`src/rtl/kbd_pkg.sv`:
```
`default_nettype none
// +----------------------------------------------------------------------------+
// | Module      : kbd_pkg                                                      |
// | Description : Shared types and byte constants for the PS/2 scan decoder.   |
// | Revision    : 1.0  initial release                                         |
// +----------------------------------------------------------------------------+
package kbd_pkg;

  typedef enum logic [2:0] {
    WAIT_ST    = 3'd0,
    EXT_ST     = 3'd1,
    BRK_ST     = 3'd2,
    EXT_BRK_ST = 3'd3,
    SKIP_ST    = 3'd4
  } kbd_st_t;

  localparam logic [7:0] PFX_EXT    = 8'hE0;
  localparam logic [7:0] PFX_BRK    = 8'hF0;
  localparam logic [7:0] PFX_PAUSE  = 8'hE1;
  localparam logic [7:0] FAKE_SHIFT = 8'h12;
  localparam logic [8:0] PAUSE_CODE = 9'h0E1;

  // Keyboard replies and error bytes that never represent a key.
  localparam int         N_CTRL = 6;
  localparam logic [7:0] CTRL_BYTES [N_CTRL] = '{8'h00, 8'hAA, 8'hEE, 8'hFA, 8'hFE, 8'hFF};

  typedef struct packed {
    logic       make;
    logic [8:0] code;
  } kbd_evt_t;

  function automatic logic is_ctrl_byte(input logic [7:0] b);
    logic hit;
    hit = 1'b0;
    for (int i = 0; i < N_CTRL; i++) begin
      if (b == CTRL_BYTES[i]) hit = 1'b1;
    end
    return hit;
  endfunction

endpackage
`default_nettype wire

```
`src/rtl/kbd_evt_fifo.sv`:
```
`default_nettype none
// +----------------------------------------------------------------------------+
// | Module      : kbd_evt_fifo                                                 |
// | Description : First-word fall-through FIFO of decoded key events.          |
// | Revision    : 1.0  initial release                                         |
// +----------------------------------------------------------------------------+
module kbd_evt_fifo
  import kbd_pkg::*;
#(
  parameter int DEPTH = 4
) (
  input  logic     clk,
  input  logic     resetN,
  input  logic     push,
  input  kbd_evt_t push_data,
  input  logic     pop,
  output logic     full,
  output logic     empty,
  output kbd_evt_t head
);

  localparam int ADDR_W = (DEPTH > 2) ? $clog2(DEPTH) : 1;

  kbd_evt_t          r_mem [DEPTH];
  logic [ADDR_W:0]   r_wr_ptr;
  logic [ADDR_W:0]   r_rd_ptr;
  logic              w_wr_en;
  logic              w_rd_en;

  // Extra MSB on the pointers distinguishes full from empty.
  assign empty   = (r_wr_ptr == r_rd_ptr);
  assign full    = (r_wr_ptr[ADDR_W] != r_rd_ptr[ADDR_W]) &&
                   (r_wr_ptr[ADDR_W-1:0] == r_rd_ptr[ADDR_W-1:0]);
  assign w_rd_en = pop & ~empty;
  assign w_wr_en = push & (~full | w_rd_en);
  assign head    = r_mem[r_rd_ptr[ADDR_W-1:0]];

  always_ff @(posedge clk or negedge resetN) begin
    if (!resetN) begin
      r_wr_ptr <= '0;
      r_rd_ptr <= '0;
      for (int i = 0; i < DEPTH; i++) r_mem[i] <= '0;
    end else begin
      if (w_wr_en) begin
        r_mem[r_wr_ptr[ADDR_W-1:0]] <= push_data;
        r_wr_ptr                    <= r_wr_ptr + 1'b1;
      end
      if (w_rd_en) r_rd_ptr <= r_rd_ptr + 1'b1;
    end
  end

endmodule
`default_nettype wire

```
`src/rtl/kbd_scan_ctrl.sv`:
```
`default_nettype none
// +----------------------------------------------------------------------------+
// | Module      : kbd_scan_ctrl                                                |
// | Description : PS/2 scancode prefix decoder, event FIFO and frame watchdog. |
// | Revision    : 1.0  initial release                                         |
// +----------------------------------------------------------------------------+
module kbd_scan_ctrl
  import kbd_pkg::*;
#(
  parameter int FIFO_DEPTH     = 4,
  parameter int TIMEOUT_CYCLES = 50000,
  parameter int PAUSE_SKIP     = 7
) (
  input  logic       clk,
  input  logic       resetN,
  input  logic [7:0] din,
  input  logic       din_new,
  input  logic       kbd_clk,
  output logic       rec_clrN,
  output logic       evt_valid,
  output logic [8:0] evt_code,
  output logic       evt_make,
  input  logic       evt_rd,
  output logic       ovf,
  input  logic       ovf_clr
);

  localparam int IDLE_W = (TIMEOUT_CYCLES > 2) ? $clog2(TIMEOUT_CYCLES) : 1;
  localparam int SKIP_W = $clog2(PAUSE_SKIP + 1) + 1;

  kbd_st_t           r_state;
  kbd_st_t           w_next_state;
  logic [SKIP_W-1:0] r_skip_cnt;
  logic              w_push;
  kbd_evt_t          w_push_evt;
  logic              w_full;
  logic              w_empty;
  kbd_evt_t          w_head;
  logic              w_drop;
  logic              r_ovf;

  logic              r_kc_s1;
  logic              r_kc_s2;
  logic              r_kc_prev;
  logic              w_fall;
  logic [3:0]        r_fall_cnt;
  logic [IDLE_W-1:0] r_idle_cnt;
  logic              w_timeout;
  logic              r_rec_clr_n;

  // ---------------- watchdog ----------------
  // Synchronizer resets high so the idle PS/2 line never looks like a fall.
  always_ff @(posedge clk or negedge resetN) begin
    if (!resetN) begin
      r_kc_s1   <= 1'b1;
      r_kc_s2   <= 1'b1;
      r_kc_prev <= 1'b1;
    end else begin
      r_kc_s1   <= kbd_clk;
      r_kc_s2   <= r_kc_s1;
      r_kc_prev <= r_kc_s2;
    end
  end

  assign w_fall    = r_kc_prev & ~r_kc_s2;
  assign w_timeout = (r_fall_cnt != 4'd0) && (r_idle_cnt == IDLE_W'(TIMEOUT_CYCLES - 1));

  always_ff @(posedge clk or negedge resetN) begin
    if (!resetN) begin
      r_fall_cnt  <= '0;
      r_idle_cnt  <= '0;
      r_rec_clr_n <= 1'b1;
    end else begin
      r_rec_clr_n <= ~w_timeout;
      if (w_timeout) begin
        r_fall_cnt <= '0;
        r_idle_cnt <= '0;
      end else begin
        if (din_new)                        r_fall_cnt <= {3'b000, w_fall};
        else if (w_fall && r_fall_cnt != 4'hF) r_fall_cnt <= r_fall_cnt + 4'd1;

        if (w_fall)                 r_idle_cnt <= '0;
        else if (r_fall_cnt != 4'd0) r_idle_cnt <= r_idle_cnt + 1'b1;
      end
    end
  end

  assign rec_clrN = r_rec_clr_n & resetN;

  // ---------------- byte FSM ----------------
  always_ff @(posedge clk or negedge resetN) begin
    if (!resetN) r_state <= WAIT_ST;
    else         r_state <= w_next_state;
  end

  always_comb begin
    w_next_state = r_state;
    if (w_timeout) begin
      w_next_state = WAIT_ST;
    end else if (din_new) begin
      case (r_state)
        WAIT_ST: begin
          if      (din == PFX_EXT)   w_next_state = EXT_ST;
          else if (din == PFX_BRK)   w_next_state = BRK_ST;
          else if (din == PFX_PAUSE) w_next_state = SKIP_ST;
        end
        EXT_ST: begin
          if      (din == PFX_BRK) w_next_state = EXT_BRK_ST;
          else if (din != PFX_EXT) w_next_state = WAIT_ST;
        end
        BRK_ST:     if (din != PFX_BRK) w_next_state = WAIT_ST;
        EXT_BRK_ST: w_next_state = WAIT_ST;
        SKIP_ST:    if (r_skip_cnt <= SKIP_W'(1)) w_next_state = WAIT_ST;
        default:    w_next_state = WAIT_ST;
      endcase
    end
  end

  always_comb begin
    w_push     = 1'b0;
    w_push_evt = '0;
    if (din_new && !w_timeout) begin
      case (r_state)
        WAIT_ST: begin
          if (din != PFX_EXT && din != PFX_BRK && din != PFX_PAUSE && !is_ctrl_byte(din)) begin
            w_push          = 1'b1;
            w_push_evt.make = 1'b1;
            w_push_evt.code = {1'b0, din};
          end
        end
        EXT_ST: begin
          if (din != PFX_BRK && din != PFX_EXT && din != FAKE_SHIFT) begin
            w_push          = 1'b1;
            w_push_evt.make = 1'b1;
            w_push_evt.code = {1'b1, din};
          end
        end
        BRK_ST: begin
          if (din != PFX_BRK) begin
            w_push          = 1'b1;
            w_push_evt.make = 1'b0;
            w_push_evt.code = {1'b0, din};
          end
        end
        EXT_BRK_ST: begin
          if (din != FAKE_SHIFT) begin
            w_push          = 1'b1;
            w_push_evt.make = 1'b0;
            w_push_evt.code = {1'b1, din};
          end
        end
        SKIP_ST: begin
          if (r_skip_cnt <= SKIP_W'(1)) begin
            w_push          = 1'b1;
            w_push_evt.make = 1'b1;
            w_push_evt.code = PAUSE_CODE;
          end
        end
        default: w_push = 1'b0;
      endcase
    end
  end

  // Pause sequence carries no break codes; its trailing bytes are swallowed.
  always_ff @(posedge clk or negedge resetN) begin
    if (!resetN) begin
      r_skip_cnt <= '0;
    end else if (w_timeout) begin
      r_skip_cnt <= '0;
    end else if (din_new) begin
      if (r_state == WAIT_ST && din == PFX_PAUSE)      r_skip_cnt <= SKIP_W'(PAUSE_SKIP);
      else if (r_state == SKIP_ST && r_skip_cnt != '0) r_skip_cnt <= r_skip_cnt - 1'b1;
    end
  end

  // ---------------- event FIFO ----------------
  kbd_evt_fifo #(
    .DEPTH (FIFO_DEPTH)
  ) u_fifo (
    .clk       (clk),
    .resetN    (resetN),
    .push      (w_push),
    .push_data (w_push_evt),
    .pop       (evt_rd),
    .full      (w_full),
    .empty     (w_empty),
    .head      (w_head)
  );

  assign w_drop = w_push & w_full & ~evt_rd;

  always_ff @(posedge clk or negedge resetN) begin
    if (!resetN)      r_ovf <= 1'b0;
    else if (w_drop)  r_ovf <= 1'b1;
    else if (ovf_clr) r_ovf <= 1'b0;
  end

  assign evt_valid = ~w_empty;
  assign evt_code  = w_head.code;
  assign evt_make  = w_head.make;
  assign ovf       = r_ovf;

endmodule
`default_nettype wire
```
`config.mk`:
```
export PLATFORM = sky130hd
export DESIGN_NAME = kbd_scan_ctrl
export DESIGN_NICKNAME = d
export VERILOG_FILES = /design/src/rtl/kbd_pkg.sv /design/src/rtl/kbd_evt_fifo.sv /design/src/rtl/kbd_scan_ctrl.sv
export SDC_FILE = /design/constraint.sdc
export NUM_CORES = 1
export LEC_CHECK = 0
export BUFFER_PORTS_ARGS = -buffer_cell sky130_fd_sc_hd__buf_2
export CORE_AREA = 4 4 102 114
export DETAILED_ROUTE_END_ITERATION = 12
export DIE_AREA = 0 0 106 118
export PLACE_DENSITY = 0.63
export SYNTH_ARGS = -nofsm -noshare
export SYNTH_HDL_FRONTEND = slang
export SYNTH_SLANG_ARGS = --single-unit
```
`constraint.sdc`:
```
create_clock -name clk -period 2.8 [get_ports clk]
set_input_delay 0.56 -clock clk [delete_from_list [all_inputs] [get_ports clk]]
set_output_delay 0.56 -clock clk [all_outputs]
set_load 0.02 [all_outputs]
```
==> results.cfg, run 1 <==
[die]
core_area_sq_um = 10300
die_w_um = 106
die-area_sq_um = 12500
pin_count = 27
fp.dieH_um = 118
core.rowCount = 39
initial_core_util_pct = 39.8

[grt]
antenna_found_initial = 0
grt_max_degree = 45
grt_pass1_vias = 3064
grt-ovfl-total = 0
grt_pass1_wl_um = 15600
grt_usage_pct = 15.6

[timing]
fin_crit_sh_pct = 92.2
timing.fmax_mhz = 387
setup_viol = 0
worstMarginPinSlew_ns = 0.559
rsz0062_at_grt = false
slew_headroom_pct = 62.7
worst_clock_skew_ns = 0.00871
fin_crit_ns = 2.58
fin_setup_tns_ns = 0
slew_violations = 0
report.final.hold_viol_count = 0
worst_hold_slack_ns = 0.289

[critical_path]
crit_fanout = 11
cp-start-kind = flop
critPathMaxStageDelay_ns = 0.42
setup.worst_path.class = flop to flop
cp_data_required_time_ns = 3.02
end_kind = flop
path_buf_inv = 1
crit_chain = inv_1 -> ha_1 -> or3b_1 -> nand3_1 -> o211ai_1 -> a311oi_4 -> nand2_2 -> mux2_2
cp_top_family = simple AND/OR/NAND/NOR gates
slowest_stage = dfrtp_1
cp.arrival_ns = 2.80

[clocking]
path_clk_slew_ns = 0.06
cts_tree = yes
post_cts_buffers = 0
clk_latency_ns = 0.33
clkSinkCount = 78
cts_root_buffer = clkbuf_16
hold_buffers = 0
numCtsBuffers = 9
cts_resized = 0
ctsLongestPathBuffers = 2
cts_max_level = 3

[yosys]
syn_inst = 364
netlist_area_sq_um = 4120
synth_nets = 389
synth_cell_types = 56
synth_flop_cell = dfrtp_1
ys_warn_count = 0
synth.avg_cell_area_sq_um = 11.3
ys_seq_area_share_pct = 47.5
ys_async_sr_fraction_pct = 100
synth_edf_count = 0
synth_seq_cells = 78

[place]
place.port_buffers = 26
dp_cells = 547
gp_congestion = 0.868
hpwl_um = 6610
post_dp_cell_area_sq_um = 4580

[drt]
first_pass_iters = 4
wirelength_um = 9240
ant_nets = 0
drtIter0Drc = 159
vias_per_cell = 5.33
vias = 3001
drc = 0
wl_per_cell_um = 16.4

[run]
drv_cap = 0

[pwr]
power_mw = 4.21
ir_drop_v = 0.000397
p_per_area_nw_per_um2 = 865
leakagePower_nw = 2.19

[cells_and_area]
fillers = 992
syn_to_final_growth_pct = 17.9
fin_cells = 563
drive_gt1_share_pct = 31.0
ff_latch_area_sq_um = 1960
multiInputGateArea_sq_um = 2060
stdcell_area_sq_um = 4860
final_nets = 440
insertedDiodeCount = 0

[min_path]
worstHoldPathType = primary input to asynchronous set/reset pin

[run_status]
outcome = finished clean
==> routing by layer <==
layer / vias up / share of wire [%] / wire length (um) / GRT usage [%]
met2: 67 / 50 / 4630 / 25.4
met4: 0 / 0.92 / 85 / 3.97
met1: 1496 / 46 / 4210 / 21.0
li1: 1432 / - / - / -
met3: 6 / 3.3 / 309 / 3.46
met5: - / 0 / 0 / 0
==> stage by stage <==
step                      utilization (%)  setup slack [ns]
final                                47.0             0.219
after global routing                 47.0            0.0595
after CTS                            47.0             0.196
after detailed placement             44.3            0.0110
after global placement               44.3            0.0433
after floorplan                         -             0.109
==> final cells by class <==
| cell class | instances | area share [%] |
|---|---|---|
| multi-input combinational | 260 | 42.4 |
| sequential | 78 | 40.3 |
| inverter | 14 | 1.08 |
| clock inverter | 7 | 1.16 |
| tap | 143 | 3.68 |
| clock buffer | 9 | 4.63 |
| timing repair buffer | 52 | 6.75 |
==> kinds of logic (layout without fill, tap and decap cells) <==
logic type | count (synthesis) | after routing | synth area share, %
buffers and inverters | 26 | 82 | 2.49
XOR/XNOR | 23 | 23 | 4.89
flip-flops | 78 | 78 | 47.5
AO/OA/AOI/OAI | 52 | 52 | 9.08
adder cells (fa/ha/maj) | 11 | 11 | 3.34
multiplexers | 52 | 52 | 16.9
AND/OR/NAND/NOR | 122 | 122 | 15.8
==> final timing paths <==
path                       slack [ns]                 end          start  cells past startpoint
max                              0.22     u_fifo.r_mem[5]  r_fall_cnt[0]                      8
min                              0.29     u_fifo.r_mem[7]         resetN                      2
max reg2reg                      0.22     u_fifo.r_mem[5]  r_fall_cnt[0]                      8
min reg2reg                      0.36             r_kc_s2        r_kc_s1                      0
max in group asynchronous        1.58  u_fifo.r_rd_ptr[1]         resetN                      3
min in group clk                 0.32             r_kc_s1        kbd_clk                      1
==> sequential cells by signal, indices dropped and copies added, names as in the netlist, 3 cells and up <==
signal           flops
u_fifo.r_mem        40
r_idle_cnt          16
r_fall_cnt           4
r_skip_cnt           4
r_state              3
u_fifo.r_rd_ptr      3
u_fifo.r_wr_ptr      3
==> placed cells by master, fill, tap and decap left out, drive strengths merged, types with 2 or more instances in the layout <==
master,n
dfrtp,74
buf,52
mux2,41
nor2,30
nand2,23
nand3,19
inv,16
xnor2,13
o21ai,11
ha,11
mux4,10
xor2,10
a21oi,9
clkbuf,9
and3,6
or4,5
nor3,5
nand4,5
a31oi,5
or3,4
o21a,4
nand2b,4
nor2b,4
dfstp,4
nor4,3
and4b,3
o211ai,3
nor3b,3
clkinvlp,3
nand4b,2
nor4b,2
a2111o,2
o211a,2
a211oi,2
o221ai,2
or3b,2
clkinv,2
==> cell usage after synthesis, drive strengths merged, types with 3 or more instances <==
| library cell | count | area [sq um] |
|---|---|---|
| nor2 | 30 | 115 |
| dfstp | 4 | 105 |
| o211ai | 3 | 22.5 |
| clkbuf | 9 | 33.8 |
| or3 | 4 | 25.0 |
| o21a | 4 | 30.0 |
| or4 | 5 | 37.5 |
| nor3b | 3 | 22.5 |
| a31oi | 5 | 31.3 |
| xor2 | 10 | 87.6 |
| nor3 | 5 | 25.0 |
| and3 | 6 | 37.5 |
| ha | 11 | 138 |
| mux4 | 10 | 225 |
| nor2b | 4 | 25.0 |
| nor4 | 3 | 18.8 |
| xnor2 | 13 | 114 |
| nand4 | 5 | 31.3 |
| and4b | 3 | 30.0 |
| inv | 13 | 48.8 |
| o21ai | 11 | 55.1 |
| buf | 3 | 16.3 |
| mux2 | 41 | 462 |
| a21oi | 9 | 45.0 |
| nand3 | 19 | 95.1 |
| nand2 | 23 | 96.3 |
| nand2b | 4 | 25.0 |
| dfrtp | 74 | 1850 |
==> power by group <==
group	total (mW)	leakage [nW]	internal, mW	switching [mW]
Sequential	1.64	0.999	1.45	0.192
Combinational	1.46	1.06	0.735	0.723
Clock	1.10	0.130	0.611	0.493
No activity file was read; power rests on OpenSTA's default activity.
==> run 2, diff against run 1 <==
- RECOVER_POWER: unset -> 25
==> run 2 against run 1 <==
Against the previous run:
- the run now ends with capacitance limit, slew limit left
- first-iteration DRC count unchanged
- setup slack lost 0.00060 ns
- final cell count is the same
- non-clock buffer count stayed put
- cell area is essentially flat
- clock power about the same
- power is essentially flat
- global-route usage unchanged
- combinational power hardly changed
- critical path depth unchanged
- highest routed layer unchanged
==> results.cfg, run 2 (synthesis results as in run 1) <==
[drt]
drtIter0Drc = 159
ant_nets = 0
wl_per_cell_um = 16.4
vias_per_cell = 5.34
first_pass_iters = 4
wirelength_um = 9230
drc = 0
vias = 3007

[die]
core_area_sq_um = 10300
core.rowCount = 39
fp.dieH_um = 118
initial_core_util_pct = 39.8
die-area_sq_um = 12500
pin_count = 27
die_w_um = 106

[run_status]
outcome = finished with violations
violations = capacitance limit, slew limit

[cells_and_area]
syn_to_final_growth_pct = 17.8
drive_gt1_share_pct = 30.5
fin_util_pct = 46.9
multiInputGateArea_sq_um = 2060
largest-register = u_fifo.r_mem
insertedDiodeCount = 0
layout_common_cells = 74 x dfrtp_1, 41 x mux2_2, 29 x nor2_1, 26 x buf_4, 25 x buf_2
ff_latch_area_sq_um = 1960
fin_cells = 563
final_common_cell = dfrtp_1
stdcell_area_sq_um = 4860
largest_reg_flops = 40
fillers = 992
final_nets = 440
reg_top3 = u_fifo.r_mem x40, r_idle_cnt x16

[critical_path]
reg2regPathDepth = 8
end_kind = flop
cp_top_family = simple AND/OR/NAND/NOR gates
r2r_slack_ns = 0.22
slowest_stage = dfrtp_1
r2r_start = r_fall_cnt[0]
setup.worst_path.class = flop to flop
crit_fanout = 11
crit_chain = inv_1 -> ha_1 -> or3b_1 -> nand3_1 -> o211ai_1 -> a311oi_4 -> nand2_2 -> mux2_2
critPathMaxStageDelay_ns = 0.42
r2r_end = u_fifo.r_mem[5]
cp_data_required_time_ns = 3.02
cp.arrival_ns = 2.80
path_buf_inv = 1
path_depth = 8
cp-start-kind = flop

[clocking]
hold_buffers = 0
clk_latency_ns = 0.33
cts_tree = yes
cts_root_buffer = clkbuf_16
cts_resized = 0
path_clk_slew_ns = 0.06
clkSinkCount = 78
cts_max_level = 3
numCtsBuffers = 9
ctsLongestPathBuffers = 2
post_cts_buffers = 0

[pwr]
p_per_area_nw_per_um2 = 866
power.share.combinational_pct = 34.7
p_seq_share_pct = 39.1
p_sw_mw = 1.41
p_int_mw = 2.80
switching_share_pct = 33.4
leakagePower_nw = 2.18
pwr-share-clk_pct = 26.2
power_mw = 4.20
ir_drop_v = 0.000395

[timing]
fin_crit_sh_pct = 92.2
worstMarginPinSlew_ns = 1.87
fin_crit_ns = 2.58
setup_viol = 0
worst_hold_slack_ns = 0.326
slew_violations = 36
fin_setup_tns_ns = 0
timing.final.ws_setup_ns = 0.218
rsz0062_at_grt = false
slew_headroom_pct = -25.0
report.final.hold_viol_count = 0
timing.fmax_mhz = 387
worst_clock_skew_ns = 0.00844

[min_path]
holdPathEnd = r_kc_s1
holdCritStartpoint = kbd_clk
hold_path_depth = 1
worstHoldPathType = primary input to flop

[grt]
grt_pass1_vias = 3064
antenna_found_initial = 0
grt_usage_pct = 15.6
grt-ovfl-total = 0
grt_pass1_wl_um = 15600
grt_max_degree = 45

[place]
post_dp_cell_area_sq_um = 4580
gp_congestion = 0.868
hpwl_um = 6610
place.port_buffers = 26
pre_cts_slack_ns = 0.0110
dp_cells = 547

[run]
drv_cap = 1
run 2: cell count changes in the layout (fill, tap and decap cells not counted), sizes merged:
cell    change
clkbuf      +1
buf         -1
run 2: power groups by stage:
stage          sequential (mW)  clock [mW]  combinational (mW)
2_1_floorplan             1.61           0                1.08
3_3_place_gp              1.64           0                1.45
3_5_place_dp              1.66           0                1.49
4_1_cts                   1.64        1.13                1.49
5_1_grt                   1.68        1.18                1.61
6_report                  1.64        1.10                1.46
run 2: area by class of cell:
| class | count | share of cell area [%] |
|---|---|---|
| multi-input cells | 260 | 42.5 |
| clock inverters | 7 | 1.16 |
| flip-flops and latches | 78 | 40.3 |
| repair buffers | 52 | 6.67 |
| inverters | 14 | 1.08 |
| clock buffers | 9 | 4.64 |
| well taps | 143 | 3.68 |
run 2: worst max-delay path by stage:
stage	startpoint	to
4_1_cts	r_fall_cnt[0]	u_fifo.r_mem[5]
6_report	r_fall_cnt[0]	u_fifo.r_mem[5]
3_3_place_gp	din[3]	u_fifo.r_mem[0]
5_1_grt	resetN	u_fifo.r_mem[4]
3_5_place_dp	din[3]	u_fifo.r_mem[5]
2_1_floorplan	din[3]	u_fifo.r_mem[0]
run 2: routing by layer:
layer	vias to the layer above	part of all wire (%)	track usage [%]
met5	-	0	0
met4	0	0.84	3.97
met3	6	3.2	3.46
met2	72	50	25.4
met1	1498	46	21.0
li1	1431	-	-
run 2: worst reg2reg max path: cells and delay by family, from the launching register on:
family	cells	cell delay [ns]
and+or+nand+nor	3	0.86
AOI/OAI and AO/OA	2	0.61
DFF	1	0.42
muxes	1	0.36
adders and majority gates	1	0.14
buffers and inverters	1	0.07
